==> src/rtl/seg_display.sv <==
// Four-digit multiplexed seven-segment driver with value freeze and PC LED mirror.
// Optional leading-zero blanking is enabled with the macro SEG_LEADING_ZERO_BLANK_EN.
module seg_display #(
  parameter logic [15:0] REFRESH_DIV = 16'd50000
) (
  input  logic        clk,
  input  logic        reset_cpu_n,
  input  logic [15:0] data_in,
  input  logic [7:0]  pc_in,
  input  logic        freeze,
  output logic [3:0]  an,
  output logic [6:0]  seg,
  output logic        dp,
  output logic [7:0]  led
);

  // A divisor of zero behaves as one: terminal count is then 0 every cycle.
  localparam logic [15:0] LAST = (REFRESH_DIV == 16'd0) ? 16'd0 : REFRESH_DIV - 16'd1;

  logic [15:0] cnt;
  logic [1:0]  idx;
  logic [15:0] shown;
  logic [3:0]  nib;
  logic [6:0]  seg_hex;
  logic        blank;

  always_ff @(posedge clk or negedge reset_cpu_n) begin
    if (!reset_cpu_n) begin
      cnt <= '0;
      idx <= '0;
    end else if (cnt == LAST) begin
      cnt <= '0;
      idx <= idx + 2'd1;
    end else begin
      cnt <= cnt + 16'd1;
    end
  end

  always_ff @(posedge clk or negedge reset_cpu_n) begin
    if (!reset_cpu_n) begin
      shown <= '0;
      led   <= '0;
    end else begin
      if (!freeze) shown <= data_in;
      led <= pc_in;
    end
  end

  always_comb begin
    nib = shown[{idx, 2'b00} +: 4];
    case (nib)
      4'h0: seg_hex = 7'b0000001;
      4'h1: seg_hex = 7'b1001111;
      4'h2: seg_hex = 7'b0010010;
      4'h3: seg_hex = 7'b0000110;
      4'h4: seg_hex = 7'b1001100;
      4'h5: seg_hex = 7'b0100100;
      4'h6: seg_hex = 7'b0100000;
      4'h7: seg_hex = 7'b0001111;
      4'h8: seg_hex = 7'b0000000;
      4'h9: seg_hex = 7'b0000100;
      4'hA: seg_hex = 7'b0001000;
      4'hB: seg_hex = 7'b1100000;
      4'hC: seg_hex = 7'b0110001;
      4'hD: seg_hex = 7'b1000010;
      4'hE: seg_hex = 7'b0110000;
      default: seg_hex = 7'b0111000;
    endcase
  end

`ifdef SEG_LEADING_ZERO_BLANK_EN
  // Digit k is blank when it and every digit to its left are zero; digit 0 always shows.
  always_comb begin
    case (idx)
      2'd3:    blank = (shown[15:12] == 4'h0);
      2'd2:    blank = (shown[15:8] == 8'h00);
      2'd1:    blank = (shown[15:4] == 12'h000);
      default: blank = 1'b0;
    endcase
  end
`else
  assign blank = 1'b0;
`endif

  always_ff @(posedge clk or negedge reset_cpu_n) begin
    if (!reset_cpu_n) begin
      an  <= 4'b1110;
      seg <= 7'b0000001;
      dp  <= 1'b1;
    end else begin
      an  <= ~(4'b0001 << idx);
      seg <= blank ? 7'b1111111 : seg_hex;
      dp  <= ~(freeze && (idx == 2'd3));
    end
  end

endmodule

==> config.mk <==
export PLATFORM = sky130hd
export DESIGN_NAME = seg_display
export DESIGN_NICKNAME = d
export VERILOG_FILES = /design/src/rtl/seg_display.sv
export SDC_FILE = /design/constraint.sdc
export NUM_CORES = 1
export LEC_CHECK = 0
export BUFFER_PORTS_ARGS = -buffer_cell sky130_fd_sc_hd__buf_2
export CAP_MARGIN = 0
export CORE_UTILIZATION = 47
export CTS_CLUSTER_SIZE = 28
export DETAILED_ROUTE_END_ITERATION = 8
export MAX_ROUTING_LAYER = met4
export PLACE_DENSITY = 0.69
export SLEW_MARGIN = 20
export SYNTH_ARGS = -nofsm -noshare
export SYNTH_HDL_FRONTEND = slang
export SYNTH_SLANG_ARGS = --single-unit
==> constraint.sdc <==
create_clock -name clk -period 2.6 [get_ports clk]
set_clock_uncertainty 0.15 [all_clocks]
set_input_delay 0.13 -clock clk [delete_from_list [all_inputs] [get_ports clk]]
set_output_delay 0.13 -clock clk [all_outputs]
set_load 0.02 [all_outputs]
==> reports/qor.json <==
{
  "clock_tree": {
    "clock_tree.htree_level_count": 2,
    "worst_skew_pair.late_latency_ps": 310,
    "ctsHoldBuffers": 25,
    "cts_buffers": 5,
    "cts_post_setup_buffers_inserted": 0,
    "cts.sinks": 54,
    "cts.reportedPaths.clkPinSlew_ps": 100,
    "cts.root.buffer_cell": "sky130_fd_sc_hd__clkbuf_8",
    "post_cts.resized_instances": 0,
    "cts_tree": "built",
    "clock_tree.buffer_depth": 2
  },
  "setup_path": {
    "crit_fanout": 7,
    "cp.required_ps": 2670,
    "worstReg2RegStart": "idx[0]$_DFFE_PN0N_",
    "worst-endpoint-arrival_ps": 2140,
    "critical_path.endpoint_type": "flip-flop",
    "startpoint_type": "flip-flop",
    "launch_point_of_the_worst_path": "idx[0]$_DFFE_PN0N_",
    "timing_worst_setup_path_type": "flip-flop to flip-flop"
  },
  "run": {
    "maxCapViolations": 0
  },
  "routing": {
    "avgViaCountPerCell": 4.85,
    "detailedRoute.firstIterationViolations": 38,
    "dr.pass1.iters": 5,
    "post-route-drc-count": 0,
    "routedWlPerCell_um": 12.7,
    "route.vias.total": 1551,
    "postRouteAntennaNets": 0,
    "wl_um": 4060
  },
  "sta": {
    "final_min_period_over_clock_period": 0.796,
    "layout_min_cycle_time_ps": 2070,
    "timing_max_transition_violations_final": 0,
    "setup_viol_count_final": 0,
    "rsz0062_at_grt": "false",
    "achievable-frequency_mhz": 483,
    "final_hold_viol_count": 0,
    "setup_slack_ps": 529,
    "slew_of_the_pin_with_the_lowest_slew_margin_ps": 363,
    "worst_slew_margin_rel": 0.758,
    "final_tns_setup_ps": 0
  },
  "logic_synthesis": {
    "synth_seq_area_share": 0.587,
    "synth.net_count": 215,
    "synth_area_per_cell_sq_um": 13.1,
    "post-synth-top-area-fraction": 0.531,
    "postSynthRegisterBits": 54,
    "synthDistinctLibCells": 31,
    "netlist_instances": 177,
    "synth_top_cell_by_area": "sky130_fd_sc_hd__dfrtp_1",
    "ys.warnings.count": 0,
    "mappedNetlistArea_sq_um": 2310,
    "ys_top_cells_by_area": "sky130_fd_sc_hd__dfrtp_1 53%, sky130_fd_sc_hd__mux2_2 9.3%, sky130_fd_sc_hd__ha_1 6.0%"
  },
  "global_route": {
    "grtUsageTotal": 0.183,
    "gr-total-overflow": 0,
    "wire_length_of_the_first_global_routing_pass_um": 7020,
    "grt_start_max_net_pins": 55,
    "antenna_violations_before_repair": 0,
    "grt_pass1_vias": 1514
  },
  "pwr": {
    "leakagePower_nw": 1.35,
    "power.density_cell_area_nw_per_um2": 546,
    "worst_ir_drop_on_vdd_uv": 390
  },
  "cells_and_area": {
    "final_cell_mix": "49 x sky130_fd_sc_hd__dfrtp_1, 46 x sky130_fd_sc_hd__buf_2, 25 x sky130_fd_sc_hd__dlygate4sd3_1, 19 x sky130_fd_sc_hd__mux2_2",
    "ff_latch_area_sq_um": 1360,
    "multi_input_area_sq_um": 890,
    "num_antenna_cells": 0,
    "finalNetCount": 290,
    "drive_above_1_share": 0.340,
    "fillCellCount": 377,
    "leading_cell_type_in_the_layout_fill_and_taps_excluded": "sky130_fd_sc_hd__dfrtp_1",
    "area_growth_pct": 28.9
  },
  "hold_path": {
    "hold_path_startpoint": "freeze",
    "timing.hold.worst.class": "input pin to flip-flop"
  },
  "placed_design": {
    "place_ws_ps": 515,
    "routability_congestion_estimate_from_global_placement": 0.874,
    "io_buffer_count": 46,
    "post-dp-hpwl_um": 2580
  },
  "floorplanning": {
    "chip_height_um": 72.1,
    "io-pin-count": 47,
    "die_area_sq_um": 5200,
    "core_area_sq_um": 4720,
    "die_width_um": 72.1,
    "num_rows": 25,
    "effective_utilization_at_floorplan": 0.489
  },
  "outcome": {
    "outcome": "finished, final reports clean"
  }
}
## report_power, final
group | leakage [nW] | internal, mW | switching [mW]
sequential | 0.659 | 0.889 | 0.0192
clock | 0.0506 | 0.202 | 0.287
combinational | 0.640 | 0.114 | 0.114
## state kept, by name (all words and copies together), names as in the netlist
| name | count |
|---|---|
| led | 8 |
| shown | 16 |
| idx | 2 |
| cnt | 16 |
| dp | 1 |
| an | 4 |
| seg | 7 |
## final timing paths
kind	cells past startpoint	slack, ps	endpoint
hold / removal	2	30	dp$_DFF_PN1_
min in group asynchronous	3	180	seg[2]$_DFF_PN0_
setup / recovery	5	530	seg[6]$_DFF_PN0_
max in group asynchronous	3	1840	an[1]$_DFF_PN1_
setup reg to reg	5	530	seg[6]$_DFF_PN0_
hold reg to reg	1	340	cnt[0]$_DFF_PN0_
## critical path, cell delays in order (launching register included)
cell	delay [ps]
sky130_fd_sc_hd__dfrtp_1	540
sky130_fd_sc_hd__mux4_2	630
sky130_fd_sc_hd__inv_1	130
sky130_fd_sc_hd__ha_1	220
sky130_fd_sc_hd__inv_1	70
sky130_fd_sc_hd__o31ai_1	230
## kinds of logic (layout without fill, tap and decap cells)
logic type                 count (synthesis)  count (layout)  share of synthesized area
buffers and inverters                     16              92                     0.0276
DFF                                       54              54                      0.587
xor gates and xnor gates                  13              13                     0.0493
muxes                                     23              23                      0.132
adders and majority gates                 11              11                     0.0596
AOI/OAI and AO/OA                         15              15                     0.0411
and+or+nand+nor                           45              45                      0.103
## synthesized netlist by cell type
cell type,number
sky130_fd_sc_hd__xnor2_1,9
sky130_fd_sc_hd__a22oi_1,1
sky130_fd_sc_hd__o21a_1,3
sky130_fd_sc_hd__nor3_1,2
sky130_fd_sc_hd__nor4b_1,2
sky130_fd_sc_hd__o21ai_0,3
sky130_fd_sc_hd__buf_2,3
sky130_fd_sc_hd__o31ai_1,1
sky130_fd_sc_hd__and4_2,1
sky130_fd_sc_hd__inv_1,11
sky130_fd_sc_hd__nand2b_1,1
sky130_fd_sc_hd__or4_1,1
sky130_fd_sc_hd__nand3_2,1
sky130_fd_sc_hd__nand3_1,7
sky130_fd_sc_hd__o22ai_1,3
sky130_fd_sc_hd__mux4_2,4
sky130_fd_sc_hd__a21oi_1,3
sky130_fd_sc_hd__ha_1,11
sky130_fd_sc_hd__and4_1,1
sky130_fd_sc_hd__dfstp_2,5
sky130_fd_sc_hd__xor2_1,4
sky130_fd_sc_hd__dfrtp_1,49
sky130_fd_sc_hd__nor2b_1,3
sky130_fd_sc_hd__and2_1,1
sky130_fd_sc_hd__nor2_1,11
sky130_fd_sc_hd__nand2_1,8
sky130_fd_sc_hd__or3_1,2
sky130_fd_sc_hd__clkbuf_1,2
sky130_fd_sc_hd__a22o_1,1
sky130_fd_sc_hd__mux2_2,19
sky130_fd_sc_hd__nand4_1,4
## routing by layer
layer / global-route usage / vias to the layer above / part of all wire
met3: 0.0375 / 12 / 0.045
met2: 0.281 / 43 / 0.47
li1: - / 759 / -
met4: 0.0850 / 0 / 0.031
met1: 0.233 / 737 / 0.46
met5: - / - / 0
## cell type report
class	count	area share
Clock buffer	5	0.0231
Clock inverter	3	0.00966
Inverter	11	0.0139
Multi-Input combinational cell	107	0.299
Sequential cell	54	0.456
Tap cell	67	0.0282
Timing Repair Buffer	73	0.171
## through the flow
step,hold WS (ps),util,area [sq um],cells,power [mW]
2_1_floorplan,-316,-,2310,177,1.04
3_3_place_gp,-7.82,0.557,2630,287,1.12
3_5_place_dp,-4.99,0.557,2630,287,1.12
4_1_cts,29.0,0.630,2980,320,1.65
5_1_grt,50.4,0.630,2980,320,1.71
6_report,31.2,0.630,2980,320,1.63
Note: power is estimated with default switching activity, not from simulation.
